===== src/rtl/data_io_pkg.sv =====
// Shared types and io-controller command codes for the file download port.
package data_io_pkg;

  typedef logic [7:0] byte_t;

  localparam byte_t UIO_FILE_TX     = 8'h53;
  localparam byte_t UIO_FILE_TX_DAT = 8'h54;
  localparam byte_t UIO_FILE_INDEX  = 8'h55;

endpackage


===== src/rtl/data_io_dl_spi_byte_rx.sv =====
// SPI byte receiver: synchronises sck/ss/sdi into clk, shifts bits MSB first and
// flags each completed byte, marking the first byte of a frame as the command.
module spi_byte_rx
  import data_io_pkg::*;
(
  input  logic  clk,
  input  logic  reset,
  input  logic  sck,
  input  logic  ss,
  input  logic  sdi,
  output logic  byte_valid,
  output byte_t rx_byte,
  output logic  first_byte
);

  logic [1:0] sck_sync;
  logic [1:0] ss_sync;
  logic [1:0] sdi_sync;
  logic       sck_d;
  logic [2:0] bit_cnt;
  logic [6:0] shift;
  logic       cmd_seen;
  logic       sck_rise;

  assign sck_rise = sck_sync[1] & ~sck_d;

  always_ff @(posedge clk or posedge reset) begin
    if (reset) begin
      sck_sync <= '0;
      ss_sync  <= '0;
      sdi_sync <= '0;
      sck_d    <= 1'b0;
      bit_cnt  <= '0;
      shift    <= '0;
      cmd_seen <= 1'b0;
    end else begin
      sck_sync <= {sck_sync[0], sck};
      ss_sync  <= {ss_sync[0], ss};
      sdi_sync <= {sdi_sync[0], sdi};
      sck_d    <= sck_sync[1];
      // Deselect drops any partial byte and re-arms command detection.
      if (ss_sync[1]) begin
        bit_cnt  <= '0;
        cmd_seen <= 1'b0;
      end else if (sck_rise) begin
        shift   <= {shift[5:0], sdi_sync[1]};
        bit_cnt <= bit_cnt + 3'd1;
        if (bit_cnt == 3'd7)
          cmd_seen <= 1'b1;
      end
    end
  end

  // Byte is presented combinationally on the completing edge so the top can
  // register its write strobe one cycle later.
  assign byte_valid = sck_rise & ~ss_sync[1] & (bit_cnt == 3'd7);
  assign rx_byte    = {shift, sdi_sync[1]};
  assign first_byte = ~cmd_seen;

endmodule


===== src/rtl/data_io_dl.sv =====
// io-controller file download port: decodes file commands and drives a word write bus.
// Optional checksum output enabled by defining DATA_IO_DL_CHECKSUM_EN.
module data_io_dl
  import data_io_pkg::*;
#(
  parameter int START_ADDR  = 0,
  parameter int ADDR_WIDTH  = 16,
  parameter int DATA_WIDTH  = 8,
  parameter int INDEX_WIDTH = 8
) (
  input  logic                   clk,
  input  logic                   reset,
  input  logic                   sck,
  input  logic                   ss,
  input  logic                   sdi,
  output logic                   downloading,
  output logic [INDEX_WIDTH-1:0] ioctl_index,
  output logic                   ioctl_wr,
  output logic [ADDR_WIDTH-1:0]  ioctl_addr,
  output logic [DATA_WIDTH-1:0]  ioctl_dout,
  output logic [31:0]            size
`ifdef DATA_IO_DL_CHECKSUM_EN
  ,
  output logic [15:0]            checksum
`endif
);

  localparam logic                  IS16  = (DATA_WIDTH == 16);
  localparam logic [ADDR_WIDTH-1:0] START = ADDR_WIDTH'(START_ADDR);

  logic                  byte_valid;
  byte_t                 rx_byte;
  logic                  first_byte;
  byte_t                 cmd;
  byte_t                 low_byte;
  logic                  lane;
  logic [DATA_WIDTH-1:0] word_data;
  logic [DATA_WIDTH-1:0] flush_data;
  logic                  payload_vld;

  spi_byte_rx u_rx (
    .clk        (clk),
    .reset      (reset),
    .sck        (sck),
    .ss         (ss),
    .sdi        (sdi),
    .byte_valid (byte_valid),
    .rx_byte    (rx_byte),
    .first_byte (first_byte)
  );

  generate
    if (DATA_WIDTH == 16) begin : g_w16
      assign word_data  = {rx_byte, low_byte};
      assign flush_data = {8'h00, low_byte};
    end else begin : g_w8
      assign word_data  = rx_byte;
      assign flush_data = low_byte;
    end
  endgenerate

  assign payload_vld = byte_valid & ~first_byte;

  always_ff @(posedge clk or posedge reset) begin
    if (reset) begin
      downloading <= 1'b0;
      ioctl_index <= '0;
      ioctl_wr    <= 1'b0;
      ioctl_addr  <= START;
      ioctl_dout  <= '0;
      size        <= '0;
      cmd         <= '0;
      low_byte    <= '0;
      lane        <= 1'b0;
`ifdef DATA_IO_DL_CHECKSUM_EN
      checksum    <= '0;
`endif
    end else begin
      ioctl_wr <= 1'b0;
      // Address advances after each strobe so it is stable while ioctl_wr is high.
      if (ioctl_wr)
        ioctl_addr <= ioctl_addr + 1'b1;
      if (byte_valid && first_byte)
        cmd <= rx_byte;
      if (payload_vld) begin
        case (cmd)
          UIO_FILE_TX: begin
            if (rx_byte[0]) begin
              ioctl_addr  <= START;
              size        <= '0;
              lane        <= 1'b0;
              downloading <= 1'b1;
`ifdef DATA_IO_DL_CHECKSUM_EN
              checksum    <= '0;
`endif
            end else begin
              if (IS16 && lane) begin
                ioctl_dout <= flush_data;
                ioctl_wr   <= 1'b1;
                lane       <= 1'b0;
              end
              downloading <= 1'b0;
            end
          end
          UIO_FILE_TX_DAT: begin
            if (downloading) begin
              if (IS16 && !lane) begin
                low_byte <= rx_byte;
                lane     <= 1'b1;
              end else begin
                ioctl_dout <= word_data;
                ioctl_wr   <= 1'b1;
                lane       <= 1'b0;
              end
              if (size != 32'hFFFF_FFFF)
                size <= size + 32'd1;
`ifdef DATA_IO_DL_CHECKSUM_EN
              checksum <= checksum + 16'(rx_byte);
`endif
            end
          end
          UIO_FILE_INDEX: begin
            if (!downloading)
              ioctl_index <= INDEX_WIDTH'(rx_byte);
          end
          default: ;
        endcase
      end
    end
  end

endmodule


===== config.mk =====
export PLATFORM = sky130hd
export DESIGN_NAME = data_io_dl
export DESIGN_NICKNAME = d
export VERILOG_FILES = /design/src/rtl/data_io_pkg.sv /design/src/rtl/data_io_dl_spi_byte_rx.sv /design/src/rtl/data_io_dl.sv
export SDC_FILE = /design/constraint.sdc
export NUM_CORES = 1
export LEC_CHECK = 0
export ABC_AREA = 1
export CAP_MARGIN = 5
export CORE_MARGIN = 10
export CORE_UTILIZATION = 55
export DETAILED_ROUTE_END_ITERATION = 10
export PLACE_DENSITY = 0.82
export SLEW_MARGIN = 0
export SYNTH_ARGS = -nofsm -noshare
export SYNTH_HDL_FRONTEND = slang
export SYNTH_HIERARCHICAL = 1
export SYNTH_SLANG_ARGS = --single-unit

===== constraint.sdc =====
create_clock -name clk -period 2.75 [get_ports clk]
set_input_delay 0.55 -clock clk [delete_from_list [all_inputs] [get_ports clk]]
set_output_delay 0.55 -clock clk [all_outputs]
set_load 0.01 [all_outputs]

==> summary.md, run 1 <==
| Metric | Value |
|---|---|
| Status | finished, final reports clean |
| Worst setup slack after layout | 0.5734 ns |
| Worst Setup End Kind | register |
| Routability Congestion | 0.8994 |
| CP Class | reg2reg |
| Ratio of final minimum period to clock period | 0.7915 |
| H-tree depth reported by CTS | 3 |
| Final Hold Vio Count | 0 |
| Placed wire-length estimate after detailed placement | 8331 um |
| Floorplan die area | 13310 sq um |
| TritonCTS Sinks | 92 |
| I/O pin cnt | 71 |
| Worst slack at placement | 0.6013 ns |
| Residual DRC count | 0 |
| Number of DRC violations after detailed-routing iteration 0 | 300 |
| Number of buffers between clock root and the deepest sink | 2 |
| Share of the synthesized area in the top cell type | 0.4600 |
| RSZ-0062 raised after global routing | no |
| Initial standard-cell utilization of the core | 0.5683 |
| Seq cells post-synth | 92 |
| Area added between synthesis and finish | 19.45% |
| Combinational share of power | 0.040 |
| First-pass GRT wire length | 19130 um |
| Vias in the first global route | 4065 |
| Port bufs | 70 |
| Total wire length after detailed routing | 11340 um |
| Via/cell ratio | 5.298 |
| Required time of the worst setup path | 3.01 ns |
| CTS clock-pin slew for the worst setup and hold paths | 0.09 ns |
| Remaining antenna violation count after routing | 0 |
| Largest net degree at the start of global routing | 75 |
| Total congestion overflow | 0 |
| Number of setup buffers added after CTS | 0 |
| Worst rel slew slack | 0.5484 |
| Detail-routed net length per standard cell | 13.75 um |
| Overall routing resource usage | 0.1745 |
| Total internal power | 1.861 mW |
| Worst Max-Slew Pin Slew | 0.6767 ns |
| Number of detailed-route iterations in the first pass | 5 |
| Number of buffers inserted for hold repair after clock tree synthesis | 0 |
| Sw frac | 0.2422 |
| Final setup violating endpoints | 0 |
| Kind of path behind the tightest hold check | reg2reg |
| Quantity of gates resized following cts | 0 |
| Critical hold path startpoint | u_rx/ss_sync[0] |
| Via total after detailed routing | 4371 |
| Die span in x | 115.4 um |
| Number of maximum-capacitance constraint violations | 0 |
| Number of warnings issued by yosys | 6 |
| Fraction of power consumed by sequential logic | 0.572 |
| Nets in the synthesized netlist | 649 |
| Count of pins over their slew limit | 0 |
| Peak supply drop | 0.0003368 V |
| Achievable frequency | 0.4594 GHz |
| Setup total negative slack | 0 ns |
| Sw power | 0.5947 mW |
| Antenna Diode Count | 0 |
| Kind of launch point of the worst setup path | register |
| Fraction of final layout cells with drive strength greater than 1 | 0.1102 |
| Avg Cell Area, Syn | 7.820 sq um |
| TritonCTS clock tree | done |
| Die Y | 115.4 um |
| Area leader, netlist | dfrtp_1 |
| Launch point of the worst reg-to-reg path | u_rx/bit_cnt[0] |
| Relative contribution of the clock network to total power | 0.389 |
| Count of different cell masters after synthesis | 32 |
| Leading cell types by total area after synthesis | dfrtp_1, nand2_1, nand3_1 |
| Sequential element share of the synthesized area | 0.4600 |
| Netlist area before placement | 5005 sq um |
| Post-Syn Instances | 640 |
| Crit path from | u_rx/bit_cnt[0] |
| Largest clock skew in the final design | 0.008947 ns |
| Critical path fanouts, max | 28 |
| Total number of nets in the final design | 721 |
| Initial antenna violation count | 0 |
| Standard cell core area | 8806 sq um |
| Num rows | 34 |
| Power density normalized to cell area | 410.7 nW/um^2 |
| Clock insertion delay at the later pin of the skew report | 0.36 ns |
| Post-layout minimum cycle time | 2.177 ns |
| Static leakage | 2.859 nW |
| Clock tree root driver cell | clkbuf_8 |
| CTS buffer count | 9 |
| Arrival time reported for the critical path endpoint | 2.43 ns |
==> synth_stat cells <==
library cell    n
nor3_2          2
nor2_2          8
nor3_1          4
nand2_2        24
xnor2_1         7
buf_1           1
inv_4           2
nor2_8          4
o21ai_1        11
nand3b_1        4
inv_8           1
buf_12          2
o21ai_0        19
nand2_4         3
buf_6           3
nand3_1        53
inv_2           6
nand3_4         2
nand4_1        18
a21oi_1         8
nand3_2         2
buf_2           3
clkbuf_1        2
buf_4           2
inv_1          62
a31oi_1         1
nand2_1       204
ha_1            4
nor2_4          4
xor2_1         13
dfrtp_1        92
nor2_1         69
==> cells by family (layout without fill, tap and decap cells) <==
kind of cell | Yosys count | in the layout | synth area share
AND/OR/NAND/NOR | 401 | 401 | 0.3770
flip-flops | 92 | 92 | 0.4600
buffers and inverters | 84 | 161 | 0.07875
AO/OA/AOI/OAI | 39 | 39 | 0.03925
XOR/XNOR | 20 | 20 | 0.03500
adder cells (fa/ha/maj) | 4 | 4 | 0.01000
==> through the flow <==
step / util / std cells / hold slack [ns] / area [sq um] / power (mW)
floorplan: - / 640 / 0.3312 / 5005 / 1.493
global placement: 0.6550 / 809 / 0.3325 / 5768 / 1.524
detailed placement: 0.6550 / 809 / 0.3347 / 5768 / 1.531
CTS: 0.6789 / 825 / 0.3554 / 5978 / 2.484
global route: 0.6789 / 825 / 0.3744 / 5978 / 2.553
finish: 0.6789 / 825 / 0.3558 / 5978 / 2.455
==> flip-flops by register name (all words and copies together) (netlist names) <==
name and flops:
size 32, u_rx/sdi_sync 2, u_rx/sck_d 1, u_rx/cmd_seen 1, downloading 1, ioctl_dout 8, u_rx/sck_sync 2, cmd 8
u_rx/ss_sync 2, ioctl_wr 1, ioctl_index 8, ioctl_addr 16, u_rx/shift 7, u_rx/bit_cnt 3
==> cell usage in the layout, fill, tap and decap left out, types with 2 or more instances in the layout <==
cell type,instances
inv_2,7
nor2_8,4
o21ai_0,19
nand3_2,2
clkbuf_8,10
nand3b_1,4
nand2_4,3
nand2_2,24
a21oi_1,8
inv_4,2
o21ai_1,11
xnor2_1,7
buf_4,3
nor3_2,2
xor2_1,13
clkinv_4,3
nor2_1,69
nand2_1,204
inv_8,2
ha_1,4
inv_1,61
nand4_1,18
nand3_1,53
clkdlybuf4s50_1,70
nor2_2,8
nor2_4,4
nand3_4,2
dfrtp_1,92
nor3_1,4
==> layer usage <==
metal	vias up	share of wire	GRT usage
li1	2152	-	-
met1	2060	0.43	0.2194
met2	133	0.48	0.2849
met3	26	0.065	0.04010
met4	0	0.021	0.06926
met5	-	0	0
==> power by group through the flow <==
| stage | registers, mW | logic [mW] | clock network, mW |
|---|---|---|---|
| 2_1_floorplan | 1.42 | 0.0698 | 0 |
| 3_3_place_gp | 1.43 | 0.0956 | 0 |
| 3_5_place_dp | 1.43 | 0.101 | 0 |
| 4_1_cts | 1.40 | 0.101 | 0.980 |
| 5_1_grt | 1.41 | 0.115 | 1.03 |
| 6_report | 1.40 | 0.0977 | 0.954 |
==> final cells by class <==
| type | count | area, sq um |
|---|---|---|
| fillers | 716 | 2828 |
| clock inverters | 6 | 72.57 |
| clock buffers | 10 | 137.6 |
| well taps | 108 | 135.1 |
| flip-flops and latches | 92 | 2302 |
| multi-input cells | 464 | 2308 |
| repair buffers | 74 | 743.2 |
| inverters | 71 | 279.0 |
==> path summary, 6_finish.rpt <==
check / endpoint / slack, ns / cells after the start
max: size[27] / 0.57 / 11
min: u_rx/ss_sync[1] / 0.36 / 0
max reg2reg: size[27] / 0.57 / 11
min reg2reg: u_rx/ss_sync[1] / 0.36 / 0
max in group asynchronous: u_rx/sdi_sync[1] / 1.69 / 2
min in group asynchronous: size[24] / 0.59 / 3
==> critical path, stage by stage (launching register included) <==
cell     delay, ns
dfrtp_1       0.40
ha_1          0.17
ha_1          0.15
nand3_2       0.08
inv_1         0.08
inv_1         0.04
nor2_1        0.27
nand3_4       0.16
nor2_8        0.38
inv_8         0.18
nand2_1       0.11
nand2_1       0.06
No activity file was read; power rests on OpenSTA's default activity.
==> run 2: changes to the inputs <==
clock period = 2.1 ns   (was 2.75 ns; I/O delays follow)
==> run 2 against run 1 <==
Net effect:
- combinational power rose by 41%
- non-clock buffer count rose by 9
- first-iteration DRC count is 5.7% higher
==> summary.md, run 2 (same netlist as run 1, synthesis figures left out) <==
| Metric | Value |
|---|---|
| Number of buffers between clock root and the deepest sink | 2 |
| Antenna Diode Count | 0 |
| Sw frac | 0.2560 |
| Routability Congestion | 0.8855 |
| Total wire length after detailed routing | 11640 um |
| Residual DRC count | 0 |
| Achievable frequency | 0.5230 GHz |
| Num rows | 34 |
| Number of buffers inserted for hold repair after clock tree synthesis | 0 |
| Critical path fanouts, max | 8 |
| Number of setup buffers added after CTS | 0 |
| Fraction of final layout cells with drive strength greater than 1 | 0.1226 |
| Number of DRC violations after detailed-routing iteration 0 | 317 |
| Reg with most FFs | size |
| Relative contribution of the clock network to total power | 0.370 |
| First-pass GRT wire length | 19750 um |
| Initial standard-cell utilization of the core | 0.5683 |
| Final Hold Vio Count | 0 |
| Filler Cells Inserted | 702 |
| Post-layout minimum cycle time | 1.912 ns |
| Clock tree root driver cell | clkbuf_8 |
| Worst Setup End Kind | register |
| Peak supply drop | 0.0004065 V |
| Initial antenna violation count | 0 |
| Arrival time reported for the critical path endpoint | 2.20 ns |
| Final-layout worst hold slack | 0.3557 ns |
| Fraction of power consumed by sequential logic | 0.587 |
| Total number of nets in the final design | 730 |
| Via total after detailed routing | 4380 |
| Area post-placement | 5852 sq um |
| Total internal power | 2.332 mW |
| TritonCTS Sinks | 92 |
| Max FFs per register | 32 |
| Worst Max-Slew Pin Slew | 0.6780 ns |
| Commonest cells after routing, fill and taps aside | nand2_1, dfrtp_1, clkdlybuf4s50_1 |
| I/O pin cnt | 71 |
| Final setup violating endpoints | 0 |
| Clock insertion delay at the later pin of the skew report | 0.37 ns |
| Vias in the first global route | 4205 |
| Required time of the worst setup path | 2.38 ns |
| Power density normalized to cell area | 517.5 nW/um^2 |
| Via/cell ratio | 5.252 |
| Cell at the slowest stage of the critical path | dfrtp_1 |
| Number of detailed-route iterations in the first pass | 5 |
| Number of maximum-capacitance constraint violations | 0 |
| Floorplan die area | 13310 sq um |
| Ratio of final minimum period to clock period | 0.9106 |
| Largest clock skew in the final design | 0.01694 ns |
| Kind of path behind the tightest hold check | reg2reg |
| Count of pins over their slew limit | 0 |
| Largest registers in the final layout | size (32), ioctl_addr (16) |
| CTS clock-pin slew for the worst setup and hold paths | 0.09 ns |
| Placed wire-length estimate after detailed placement | 8929 um |
| Most common cell after layout, fill and taps aside | nand2_1 |
| Largest net degree at the start of global routing | 36 |
| Port bufs | 70 |
| Static leakage | 2.908 nW |
| Area added between synthesis and finish | 21.00% |
| Detail-routed net length per standard cell | 13.96 um |
| Status | finished, final reports clean |
| Standard cell core area | 8806 sq um |
| Series of cell instances along the critical path | ha_1, ha_1, nand3_2, inv_1, inv_1, nor2_2, buf_4, inv_1, nor2_2, inv_1, o21ai_1, a21oi_1 |
| Overall routing resource usage | 0.1823 |
| H-tree depth reported by CTS | 3 |
| Delay contributed by the slowest stage of the critical path | 0.41 ns |
| Die Y | 115.4 um |
| CTS buffer count | 9 |
| Die span in x | 115.4 um |
| Sw power | 0.8023 mW |
| Total congestion overflow | 0 |
| Setup total negative slack | 0 ns |
| RSZ-0062 raised after global routing | no |
| Worst rel slew slack | 0.5475 |
| CP Class | reg2reg |
| Remaining antenna violation count after routing | 0 |
| TritonCTS clock tree | done |
| Most frequent CP cell | inv_1 |
| Final instance area | 6056 sq um |
| Kind of launch point of the worst setup path | register |
| Combinational share of power | 0.044 |
-- run 2: changes by cell type in the layout (fill, tap and decap cells not counted), moves of 2 or more --
cell / previous run / this run
buf_4: 3 / 11
clkinvlp_4: 0 / 3
clkinv_4: 3 / 1
inv_2: 7 / 5
-- run 2: worst max-delay path: cells and delay by family (launching register included) --
kind,cells,cell delay [ns]
compound gates,2,0.23
fa+ha+maj,2,0.39
buf+inv,5,0.60
flops,1,0.41
simple gates,3,0.22
-- run 2: final timing paths --
kind / end / slack [ns] / from / cells past startpoint
max: ioctl_addr[12] / 0.19 / u_rx/bit_cnt[0] / 12
min: u_rx/ss_sync[1] / 0.36 / u_rx/ss_sync[0] / 0
max reg2reg: ioctl_addr[12] / 0.19 / u_rx/bit_cnt[0] / 12
min reg2reg: u_rx/ss_sync[1] / 0.36 / u_rx/ss_sync[0] / 0
max in group asynchronous: ioctl_addr[4] / 1.11 / reset / 3
min in group asynchronous: size[14] / 0.46 / reset / 2
-- run 2: stage by stage --
stage	utilization	std cells	setup slack, ns	power [mW]
3_5_place_dp	0.6645	818	0.1090	2.014
6_report	0.6877	834	0.1878	3.134
2_1_floorplan	-	640	0.2101	1.955
4_1_cts	0.6864	834	0.07945	3.162
3_3_place_gp	0.6645	818	0.1952	2.003
5_1_grt	0.6877	834	0.0006510	3.253
-- run 2: power by group through the flow --
| stage | Sequential [mW] | Clock (mW) | Combinational (mW) |
|---|---|---|---|
| after detailed placement | 1.87 | 0 | 0.141 |
| final | 1.84 | 1.16 | 0.138 |
| after global placement | 1.87 | 0 | 0.134 |
| after floorplan | 1.86 | 0 | 0.0918 |
| after CTS | 1.84 | 1.18 | 0.142 |
| after global routing | 1.84 | 1.25 | 0.157 |
-- run 2: layout make-up --
| class | instances | area (sq um) | area share |
|---|---|---|---|
| multi-input combinational | 464 | 2317 | 0.3826 |
| sequential | 92 | 2302 | 0.3802 |
| timing repair buffer | 83 | 823.3 | 0.1360 |
| inverter | 71 | 285.3 | 0.04711 |
| clock buffer | 10 | 137.6 | 0.02273 |
| tap | 108 | 135.1 | 0.02231 |
| clock inverter | 6 | 55.05 | 0.009091 |
-- run 2: routing by layer --
metal	GRT usage	vias to the layer above	part of all wire
li1	-	2173	-
met1	0.2257	2062	0.41
met2	0.3093	133	0.50
met3	0.04010	12	0.071
met4	0.05912	0	0.013
met5	0	-	0
-- run 2: repair_timing --
action | 4_1_cts | 5_1_grt
setup endpoints to repair | 0 | 37
resized for setup | 0 | 3
endpoints found under the hold margin | 0 | 0
